**config.mk**
```make
export PLATFORM = sky130hd
export DESIGN_NAME = heart_row_serializer
export DESIGN_NICKNAME = d
export VERILOG_FILES = /design/src/rtl/heart_pkg.sv /design/src/rtl/heart_sample_timer.sv /design/src/rtl/heart_row_serializer.sv
export SDC_FILE = /design/constraint.sdc
export NUM_CORES = 1
export LEC_CHECK = 0
export CAP_MARGIN = 20
export CORE_ASPECT_RATIO = 1.2
export CORE_MARGIN = 3
export CORE_UTILIZATION = 55
export DETAILED_ROUTE_END_ITERATION = 6
export PLACE_DENSITY = 0.9
export RECOVER_POWER = 100
export SLEW_MARGIN = 20
export SYNTH_ARGS = -nofsm -noshare
export SYNTH_HDL_FRONTEND = slang
export SYNTH_HIERARCHICAL = 1
export SYNTH_SLANG_ARGS = --single-unit
```
**constraint.sdc**
```tcl
create_clock -name clk -period 3.85 [get_ports clk]
set_input_delay 0.77 -clock clk [delete_from_list [all_inputs] [get_ports clk]]
set_output_delay 0.77 -clock clk [all_outputs]
set_load 0.05 [all_outputs]
```
**src/rtl/heart_pkg.sv**
```systemverilog
// Shared definitions for the heart-pattern row path: row count,
// default serializer timing and the serializer FSM state encoding.
package heart_pkg;

  localparam int HEART_NUM_ROWS         = 12;
  localparam int DEF_CLK_DIV            = 4;
  localparam int DEF_SAMPLE_PERIOD      = 128;
  localparam int DEF_CNT_W              = 16;

  typedef enum logic [1:0] {
    ST_IDLE  = 2'd0,
    ST_LOAD  = 2'd1,
    ST_SHIFT = 2'd2,
    ST_LATCH = 2'd3
  } state_t;

  // Counter width able to hold 0..n-1, never narrower than one bit.
  function automatic int cnt_width(input int n);
    int w;
    w = $clog2(n);
    return (w < 1) ? 1 : w;
  endfunction

endpackage

```
**src/rtl/heart_sample_timer.sv**
```systemverilog
// Enable-gated modulo counter. o_tick is high for the single cycle in
// which the counter sits at SAMPLE_PERIOD-1 while counting is enabled;
// with enable low the count simply freezes.
module heart_sample_timer
  import heart_pkg::*;
#(
  parameter int SAMPLE_PERIOD = DEF_SAMPLE_PERIOD
) (
  input  logic i_clk,
  input  logic i_reset,
  input  logic i_enable,
  output logic o_tick
);

  localparam int TW = cnt_width(SAMPLE_PERIOD);
  localparam logic [TW-1:0] LAST = TW'(SAMPLE_PERIOD - 1);

  logic [TW-1:0] r_cnt;

  // Free-running count 0..SAMPLE_PERIOD-1, advancing only while enabled.
  always_ff @(posedge i_clk) begin
    if (!i_reset) begin
      r_cnt <= '0;
    end else if (i_enable) begin
      if (r_cnt == LAST) r_cnt <= '0;
      else               r_cnt <= r_cnt + 1'b1;
    end
  end

  assign o_tick = i_enable && (r_cnt == LAST);

endmodule

```
**src/rtl/heart_row_serializer.sv**
```systemverilog
// Samples the heart row vector at a fixed period into a one-deep hold
// buffer and shifts each frame MSB-first to an external shift-register
// LED driver (sclk/sdata), finishing each frame with a latch pulse.
//
// Output timing: every output is a flop loaded from the next-state
// decode, so outputs line up with the FSM state of the same cycle and
// there is no combinational path from row_in to any pin.
// Serial interface: sdata is stable for a whole bit (2*CLK_DIV cycles);
// sclk is low for the first CLK_DIV cycles and high for the second, so
// the driver samples sdata on the sclk rising edge at mid-bit.
module heart_row_serializer
  import heart_pkg::*;
#(
  parameter int NUM_ROWS      = HEART_NUM_ROWS,
  parameter int CLK_DIV       = DEF_CLK_DIV,
  parameter int SAMPLE_PERIOD = DEF_SAMPLE_PERIOD,
  parameter int CNT_W         = DEF_CNT_W
) (
  input  logic                clk,
  input  logic                reset,
  input  logic [NUM_ROWS-1:0] row_in,
  input  logic                enable,
  output logic                sclk,
  output logic                sdata,
  output logic                latch,
  output logic                busy,
  output logic                overrun,
  output logic [CNT_W-1:0]    frame_count,
  output logic [1:0]          dbg_state
);

  localparam int BIT_W = cnt_width(NUM_ROWS);
  localparam int DIV_W = cnt_width(2 * CLK_DIV);
  localparam logic [BIT_W-1:0] BIT_LAST   = BIT_W'(NUM_ROWS - 1);
  localparam logic [DIV_W-1:0] DIV_LAST   = DIV_W'(2 * CLK_DIV - 1);
  localparam logic [DIV_W-1:0] SCLK_HI    = DIV_W'(CLK_DIV);
  localparam logic [DIV_W-1:0] LATCH_LAST = DIV_W'(CLK_DIV - 1);

  state_t              r_state;
  state_t              w_nxt_state;
  logic [NUM_ROWS-1:0] r_hold;
  logic                r_hold_valid;
  logic [NUM_ROWS-1:0] r_shift;
  logic [NUM_ROWS-1:0] w_nxt_shift;
  logic [BIT_W-1:0]    r_bit_idx;
  logic [BIT_W-1:0]    w_nxt_bit;
  logic [DIV_W-1:0]    r_div;
  logic [DIV_W-1:0]    w_nxt_div;
  logic                w_frame_done;
  logic                w_tick;
  logic                w_nxt_sclk;
  logic                w_nxt_sdata;
  logic                r_sclk;
  logic                r_sdata;
  logic                r_latch;
  logic                r_busy;
  logic                r_overrun;
  logic [CNT_W-1:0]    r_frame_count;

  heart_sample_timer #(
    .SAMPLE_PERIOD(SAMPLE_PERIOD)
  ) u_timer (
    .i_clk    (clk),
    .i_reset  (reset),
    .i_enable (enable),
    .o_tick   (w_tick)
  );

  // Hold buffer: a tick captures row_in when the buffer is empty or is
  // being drained by LOAD this very cycle; otherwise the sample is lost
  // and the sticky overrun flag records it.
  always_ff @(posedge clk) begin
    if (!reset) begin
      r_hold       <= '0;
      r_hold_valid <= 1'b0;
      r_overrun    <= 1'b0;
    end else begin
      if (w_tick && (!r_hold_valid || (r_state == ST_LOAD))) begin
        r_hold       <= row_in;
        r_hold_valid <= 1'b1;
      end else begin
        if (r_state == ST_LOAD) r_hold_valid <= 1'b0;
        if (w_tick)             r_overrun    <= 1'b1;
      end
    end
  end

  // FSM and datapath registers.
  always_ff @(posedge clk) begin
    if (!reset) begin
      r_state   <= ST_IDLE;
      r_shift   <= '0;
      r_bit_idx <= '0;
      r_div     <= '0;
    end else begin
      r_state   <= w_nxt_state;
      r_shift   <= w_nxt_shift;
      r_bit_idx <= w_nxt_bit;
      r_div     <= w_nxt_div;
    end
  end

  // Next-state decode: LOAD copies the hold buffer, SHIFT walks the bits
  // MSB-first with r_div timing each bit, LATCH reuses r_div for width.
  always_comb begin
    w_nxt_state  = r_state;
    w_nxt_shift  = r_shift;
    w_nxt_bit    = r_bit_idx;
    w_nxt_div    = r_div;
    w_frame_done = 1'b0;
    unique case (r_state)
      ST_IDLE: begin
        if (r_hold_valid) w_nxt_state = ST_LOAD;
      end
      ST_LOAD: begin
        w_nxt_shift = r_hold;
        w_nxt_bit   = BIT_LAST;
        w_nxt_div   = '0;
        w_nxt_state = ST_SHIFT;
      end
      ST_SHIFT: begin
        if (r_div == DIV_LAST) begin
          w_nxt_div = '0;
          if (r_bit_idx == '0) w_nxt_state = ST_LATCH;
          else                 w_nxt_bit   = r_bit_idx - 1'b1;
        end else begin
          w_nxt_div = r_div + 1'b1;
        end
      end
      ST_LATCH: begin
        if (r_div == LATCH_LAST) begin
          w_nxt_div    = '0;
          w_nxt_state  = ST_IDLE;
          w_frame_done = 1'b1;
        end else begin
          w_nxt_div = r_div + 1'b1;
        end
      end
      default: begin
        w_nxt_state = ST_IDLE;
      end
    endcase
  end

  // Pin values for the coming cycle, derived from the next state.
  always_comb begin
    w_nxt_sclk  = 1'b0;
    w_nxt_sdata = 1'b0;
    if (w_nxt_state == ST_SHIFT) begin
      w_nxt_sclk  = (w_nxt_div >= SCLK_HI);
      w_nxt_sdata = w_nxt_shift[w_nxt_bit];
    end
  end

  // Registered outputs and the completed-frame counter.
  always_ff @(posedge clk) begin
    if (!reset) begin
      r_sclk        <= 1'b0;
      r_sdata       <= 1'b0;
      r_latch       <= 1'b0;
      r_busy        <= 1'b0;
      r_frame_count <= '0;
    end else begin
      r_sclk  <= w_nxt_sclk;
      r_sdata <= w_nxt_sdata;
      r_latch <= (w_nxt_state == ST_LATCH);
      r_busy  <= (w_nxt_state != ST_IDLE);
      if (w_frame_done) r_frame_count <= r_frame_count + 1'b1;
    end
  end

  assign sclk        = r_sclk;
  assign sdata       = r_sdata;
  assign latch       = r_latch;
  assign busy        = r_busy;
  assign overrun     = r_overrun;
  assign frame_count = r_frame_count;
  assign dbg_state   = r_state;

endmodule

```
==> results.md, run 1 <==
* Outcome: finished, final reports clean
* Synth Net Count at 330
* Initial antenna violation count at 0
* Core box area at 5040 um2
* Root Buffer: clkbuf_8
* Synth warnings at 6
* Vias in the first global route at 2201
* WL final at 5570 um
* Reg2reg path depth at 8
* Leading area contributor after synthesis: dfxtp_1
* # port buffers at 37
* Reg-to-Reg End: sdata
* Die Height at 85.8 um
* Mapped Cells at 304
* CP startpoint kind: primary input
* Die Area at 6210 um2
* RePlAce Congestion at 0.820
* I/O pins at 38
* PD cells at 371 nW/um2
* Nets at 369
* Final min period at 2.72 ns
* Non-filler cells in the finished layout at 408
* Netlist cell types at 51
* Crit-path max FO at 39
* Clk_skew at 0.00704 ns
* Largest net degree at the start of global routing at 40
* GRT Total Usage at 19.8%
* M1 WL at 2490 um
* Critical path class: in2reg
* Mean Syn Cell Area at 9.59 um2
* DR DRC count at 0
* Post-Syn Area at 2920 um2
* Final Cycle Share at 70.6%
* Sequential area share after synthesis at 42.6%
* R2R setup slack at 1.32 ns
* Clock Pin Slew Worst Setup and Hold Paths at 0.07 ns
* Fmax achieved at 0.368 GHz
* Share of layout cells above drive strength 1 at 6.03%
* Peak supply drop at 0.293 mV
* Top FF cell, synth: dfxtp_1
* RSZ-0062 raised after global routing: false
* Hold Path Depth at 2
* Final Hold Viols at 0
* Area contributors post-synth: dfxtp_1 43%, mux2i_1 8.6%, nor2b_1 6.2%
* Worst r2r src: dbg_state[0]
* Post_cts resized at 0
* Antenna Violating Nets Remaining at 0
* DR WL met2 at 2690 um
* Largest buffer count on any clock path at 2
* Post-synth EDFFs at 0
* Initial Utilization at 57.8%
* LEAKAGE at 0.00139 uW
* Sum Neg Setup Slack at 0 ns
* Met3 wire len at 265 um
* Clk_lat worst skew at 0.34 ns
* Remaining Overflow, GRT at 0
* Worst hold path type: reg2reg
* Avg Vias per Cell at 5.49
* Dpl hpwl at 3950 um
* Worst path arrival time at 2.99 ns
* Max_cap viols at 0
* Slew Limit Fails at 0
* Register bit total from synthesis at 62
* Wire per inst at 13.7 um
* Cts hold-fix bufs at 0
* Area Overhead vs Synth at 20.1%
* Drt first pass iters at 4
* Global-route wire length before repair at 9630 um
* Postcts setup bufs at 0
* Uppermost layer routed: met4
* Slew margin rel. at 12.8%
* Post-synth ARST share at 0%
* CTS tree: yes
* Placed insts at 392
* Vias at 2240
* CTS H-tree lvls at 3
* Clk sink count at 62
* Finish-stage setup viols at 0
* CTS Buf Count at 9
* Row count at 28
* Share of the synthesized area in the top cell type at 42.6%
* Setup crit end kind: register
* Ant diodes at 0
* Chip Width at 72.5 um
* Worst Tran Pin Value at 1.31 ns
* Critical path required time at 4.12 ns
* Iter 0 DRT Violations at 113
per-layer routing:
| metal | vias up | GRT usage [%] |
|---|---|---|
| li1 | 1142 | - |
| met5 | - | 0 |
| met1 | 1034 | 22.6 |
| met4 | 0 | 9.06 |
| met3 | 12 | 6.68 |
| met2 | 52 | 33.0 |
cell usage in the layout (no fill, tap or decap), drive strengths merged, types with 10 or more instances in the layout:
master,instances
and2,14
o21ai,16
nand2,16
clkdlybuf4s50,12
ha,11
mux2i,25
clkbuf,13
dfxtp,62
nand3,13
nor2b,29
xnor2,11
o21a,10
inv,13
nor2,10
dlygate4sd3,25
cell type report:
cell class / count / area [um2]
Fill cell: 410 / 1540
Multi-Input combinational cell: 218 / 1540
Sequential cell: 62 / 1240
Timing Repair Buffer: 39 / 382
Clock buffer: 12 / 145
Tap cell: 60 / 75.1
Clock inverter: 4 / 70.1
Inverter: 13 / 48.8
metrics by stage:
step / total power [uW] / area, um2 / utilization (%) / hold slack [ns] / setup slack (ns)
final: 1300 / 3500 / 69.4 / 0.494 / 1.13
after global routing: 1350 / 3500 / 69.4 / 0.519 / 0.933
after CTS: 1310 / 3520 / 69.8 / 0.491 / 1.42
after detailed placement: 694 / 3300 / 65.5 / 0.481 / 1.40
after global placement: 693 / 3300 / 65.5 / 0.476 / 1.48
after floorplan: 674 / 2920 / - / 0.457 / 1.59
kinds of logic (layout without fill, tap and decap cells):
kind of cell / after synthesis / after routing / synth area share (%)
compound gates: 55 / 55 / 13.1
xor+xnor: 15 / 15 / 4.51
fa+ha+maj: 11 / 11 / 4.72
buf+inv: 24 / 68 / 4.12
flops: 62 / 62 / 42.6
mux: 25 / 25 / 8.58
simple gates: 112 / 112 / 22.4
where the power goes:
part	internal (uW)	total [uW]	leakage, uW	switching [uW]
combinational	20.5	32.8	0.000784	12.3
clock	380	621	0.000110	241
sequential	644	645	0.000499	1.79
total	1040	1300	0.00139	255
worst max-delay path: stages:
cell and delay, ns:
dlygate4sd3_1 0.83, clkbuf_1 1.01, inv_1 0.20, a21oi_1 0.18
state kept, by name, summed over array words and instances (netlist names), named ones only:
signal         flops
dbg_state          2
latch              1
frame_count       16
sclk               1
busy               1
r_hold_valid       1
sdata              1
r_hold            12
u_timer/r_cnt      7
r_shift           12
r_bit_idx          4
r_div              2
overrun            1
worst max path at each step:
stage                        start          endpoint  slack [ns]  cells past startpoint
floorplan             dbg_state[0]             sdata        1.59                      9
global placement            enable        r_hold[10]        1.48                      7
detailed placement          enable        r_hold[11]        1.40                      7
CTS                 frame_count[2]    frame_count[2]        1.42                      1
global route                 reset  u_timer/r_cnt[6]        0.93                      4
finish                       reset  u_timer/r_cnt[6]        1.13                      4
synthesized netlist by cell type (2+ instances only):
cell      instances
a21boi_0          4
a21boi_1          2
a21oi_1           5
a22oi_1           2
a311oi_1          6
a31oi_1           2
and2_1           14
and3_1            3
buf_2             2
clkbuf_1          6
clkbuf_8          2
dfxtp_1          62
ha_1             11
inv_1            13
mux2i_1          25
nand2_1          16
nand3_1          12
nand4_1           4
nor2_1           10
nor2b_1          29
nor3_1            4
o21a_1           10
o21ai_0          11
o21ai_1           3
o21ai_2           2
or3_1             6
xnor2_1          11
xor2_1            4
Note: power is estimated with default switching activity, not from simulation.
==> inputs of run 2 (changes only) <==
--- a/config.mk
+++ b/config.mk
@@ -8,9 +8,9 @@
 export CAP_MARGIN = 20
 export CORE_ASPECT_RATIO = 1.2
 export CORE_MARGIN = 3
-export CORE_UTILIZATION = 55
+export CORE_UTILIZATION = 49
 export DETAILED_ROUTE_END_ITERATION = 6
-export PLACE_DENSITY = 0.9
+export PLACE_DENSITY = 0.85
 export RECOVER_POWER = 100
 export SLEW_MARGIN = 20
 export SYNTH_ARGS = -nofsm -noshare
==> constraint.sdc (replaced) <==
create_clock -name clk -period 2.4 [get_ports clk]
set_input_delay 0.48 -clock clk [delete_from_list [all_inputs] [get_ports clk]]
set_output_delay 0.48 -clock clk [all_outputs]
set_load 0.05 [all_outputs]
==> results.md, run 2 (same netlist as run 1, synthesis figures left out) <==
* Avg Vias per Cell at 5.22 (was 5.49)
* Initial Utilization at 51.1% (was 57.8%)
* Postcts setup bufs at 0 (unchanged)
* Peak supply drop at 0.606 mV (was 0.293 mV)
* Fmax achieved at 0.453 GHz
* LEAKAGE at 0.00139 uW (about the same)
* Post_cts resized at 0 (unchanged)
* Global-route wire length before repair at 9700 um (was 9630 um)
* Slew margin rel. at 46.6% (was 12.8%)
* Core box area at 5710 um2 (was 5040 um2)
* GRT Total Usage at 17.4% (was 19.8%)
* Worst path arrival time at 2.47 ns (was 2.99 ns)
* WL final at 5630 um (was 5570 um)
* Worst Tran Pin Value at 0.802 ns (was 1.31 ns)
* Chip Width at 76.4 um (was 72.5 um)
* # port buffers at 37 (unchanged)
* I/O pins at 38 (unchanged)
* Drt first pass iters at 4 (unchanged)
* CP startpoint kind: register (was primary input)
* Antenna Violating Nets Remaining at 0 (unchanged)
* Crit-path max FO at 6 (was 39)
* Ant diodes at 0 (unchanged)
* Buffers plus inverters on the worst setup path at 0 (was 3)
* Die Height at 90.5 um (was 85.8 um)
* Fin util at 61.5% (was 69.4%)
* CTS Buf Count at 9 (unchanged)
* Clk_lat worst skew at 0.34 ns (about the same)
* Wire per inst at 13.1 um (was 13.7 um)
* DR DRC count at 0 (unchanged)
* Critical path, cell by cell: ha_1 -> ha_1 -> nor4b_1 -> o21ai_0 -> a22oi_1 -> and2b_2 -> o21ai_0 -> a31oi_1 (was dlygate4sd3_1 -> clkbuf_1 -> inv_1 -> a21oi_1)
* Cts hold-fix bufs at 0 (unchanged)
* Largest net degree at the start of global routing at 54 (was 40)
* Die Area at 6910 um2 (was 6210 um2)
* Commonest non-fill, non-tap cells in the layout: 62 x dfxtp_1, 29 x nor2b_1, 25 x mux2i_1, 25 x dlygate4sd3_1, 16 x nand2_1 (unchanged)
* CTS tree: yes (unchanged)
* Commonest non-fill, non-tap cell in the layout: dfxtp_1 (unchanged)
* R2R setup slack at 0.19 ns (was 1.32 ns)
* Share of layout cells above drive strength 1 at 7.14% (was 6.03%)
* Nets at 371 (was 369)
* Setup crit end kind: register (unchanged)
* Critical path's largest stage delay at 0.38 ns (was 1.01 ns)
* Critical-path top delay cell: nor4b_1 (was clkbuf_1)
* Critical path class: reg2reg (was in2reg)
* Dpl hpwl at 4030 um (was 3950 um)
* Top delay family on crit path: compound AO/OA/AOI/OAI gates (was buffers and inverters)
* CTS H-tree lvls at 3 (unchanged)
* Sum Neg Setup Slack at 0 ns (unchanged)
* Area Overhead vs Synth at 20.4% (was 20.1%)
* Row count at 30 (was 28)
* Remaining Overflow, GRT at 0 (unchanged)
* Final Hold Viols at 0 (unchanged)
* Hold Path Depth at 2 (unchanged)
* Reg2reg path depth at 8 (unchanged)
* Largest register FFs at 16 (unchanged)
* Final Cycle Share at 92.0%
* Vias in the first global route at 2240 (was 2201)
* Final min period at 2.21 ns
* Max_cap viols at 0 (unchanged)
* Largest buffer count on any clock path at 2 (unchanged)
* Iter 0 DRT Violations at 56 (was 113)
* Worst hold path type: reg2reg (unchanged)
* Initial antenna violation count at 0 (unchanged)
* Clk_skew at 0.00955 ns (was 0.00704 ns)
* Clk sink count at 62 (unchanged)
* Critical path required time at 2.66 ns (was 4.12 ns)
* PD cells at 549 nW/um2 (was 371 nW/um2)
* Vias at 2246 (was 2240)
* RSZ-0062 raised after global routing: false (unchanged)
* Slew Limit Fails at 0 (unchanged)
* Outcome: finished, final reports clean (unchanged)
* Clock Pin Slew Worst Setup and Hold Paths at 0.07 ns (about the same)
* Root Buffer: clkbuf_8 (unchanged)
* CP Depth at 8 (was 4)
* RePlAce Congestion at 0.819 (was 0.820)
* Finish-stage setup viols at 0 (unchanged)
run 2: report_power, final:
group,internal (uW),switching [uW],total (uW)
Combinational,33.2,19.8,53.0
Sequential,1030,3.27,1040
Clock,456,384,840
Total,1520,407,1930
run 2: area by class of cell:
| cell class | count | area (um2) |
|---|---|---|
| tap | 80 | 100 |
| clock buffer | 13 | 169 |
| timing repair buffer | 41 | 392 |
| inverter | 13 | 48.8 |
| fill | 518 | 2190 |
| sequential | 62 | 1240 |
| multi-input combinational | 218 | 1540 |
| clock inverter | 3 | 17.5 |
run 2: routing by layer:
metal | track usage [%] | wire [um] | vias up
li1 | - | - | 1147
met1 | 19.1 | 2380 | 1041
met2 | 29.7 | 2900 | 46
met3 | 5.19 | 221 | 12
met4 | 9.67 | 136 | 0
met5 | 0 | 0 | -
run 2: final timing paths:
| kind | end | startpoint |
|---|---|---|
| worst max-delay path | sdata | register |
| worst min register to register | u_timer/r_cnt[6] | u_timer/r_cnt[6] |
| worst max register to register | sdata | register |
| worst min-delay path | u_timer/r_cnt[6] | u_timer/r_cnt[6] |
run 2: worst register-to-register path: stages (launching register included):
cell and delay [ns]:
dfxtp_1 0.36, ha_1 0.21, ha_1 0.28, nor4b_1 0.38, o21ai_0 0.15, a22oi_1 0.32, and2b_2 0.21, o21ai_0 0.07
a31oi_1 0.16
run 2: metrics by stage:
stage | cell area [um2] | cells | setup WS [ns] | total power [uW] | hold slack, ns
5_1_grt | 3510 | 430 | 0.0233 | 2020 | 0.542
2_1_floorplan | 2920 | 304 | 0.140 | 1080 | 0.457
6_report | 3510 | 430 | 0.192 | 1930 | 0.500
4_1_cts | 3530 | 430 | 0.244 | 1960 | 0.505
3_3_place_gp | 3340 | 414 | 0.311 | 1110 | 0.468
3_5_place_dp | 3340 | 414 | 0.258 | 1110 | 0.490
==> inputs of run 3 (changes only) <==
--- a/config.mk
+++ b/config.mk
@@ -10,6 +10,7 @@
 export CORE_MARGIN = 3
 export CORE_UTILIZATION = 49
 export DETAILED_ROUTE_END_ITERATION = 6
+export HOLD_SLACK_MARGIN = 0.02
 export PLACE_DENSITY = 0.85
 export RECOVER_POWER = 100
 export SLEW_MARGIN = 20
==> results of run 3 <==
The final DEF is identical to that of run 2; final timing and power are the same.
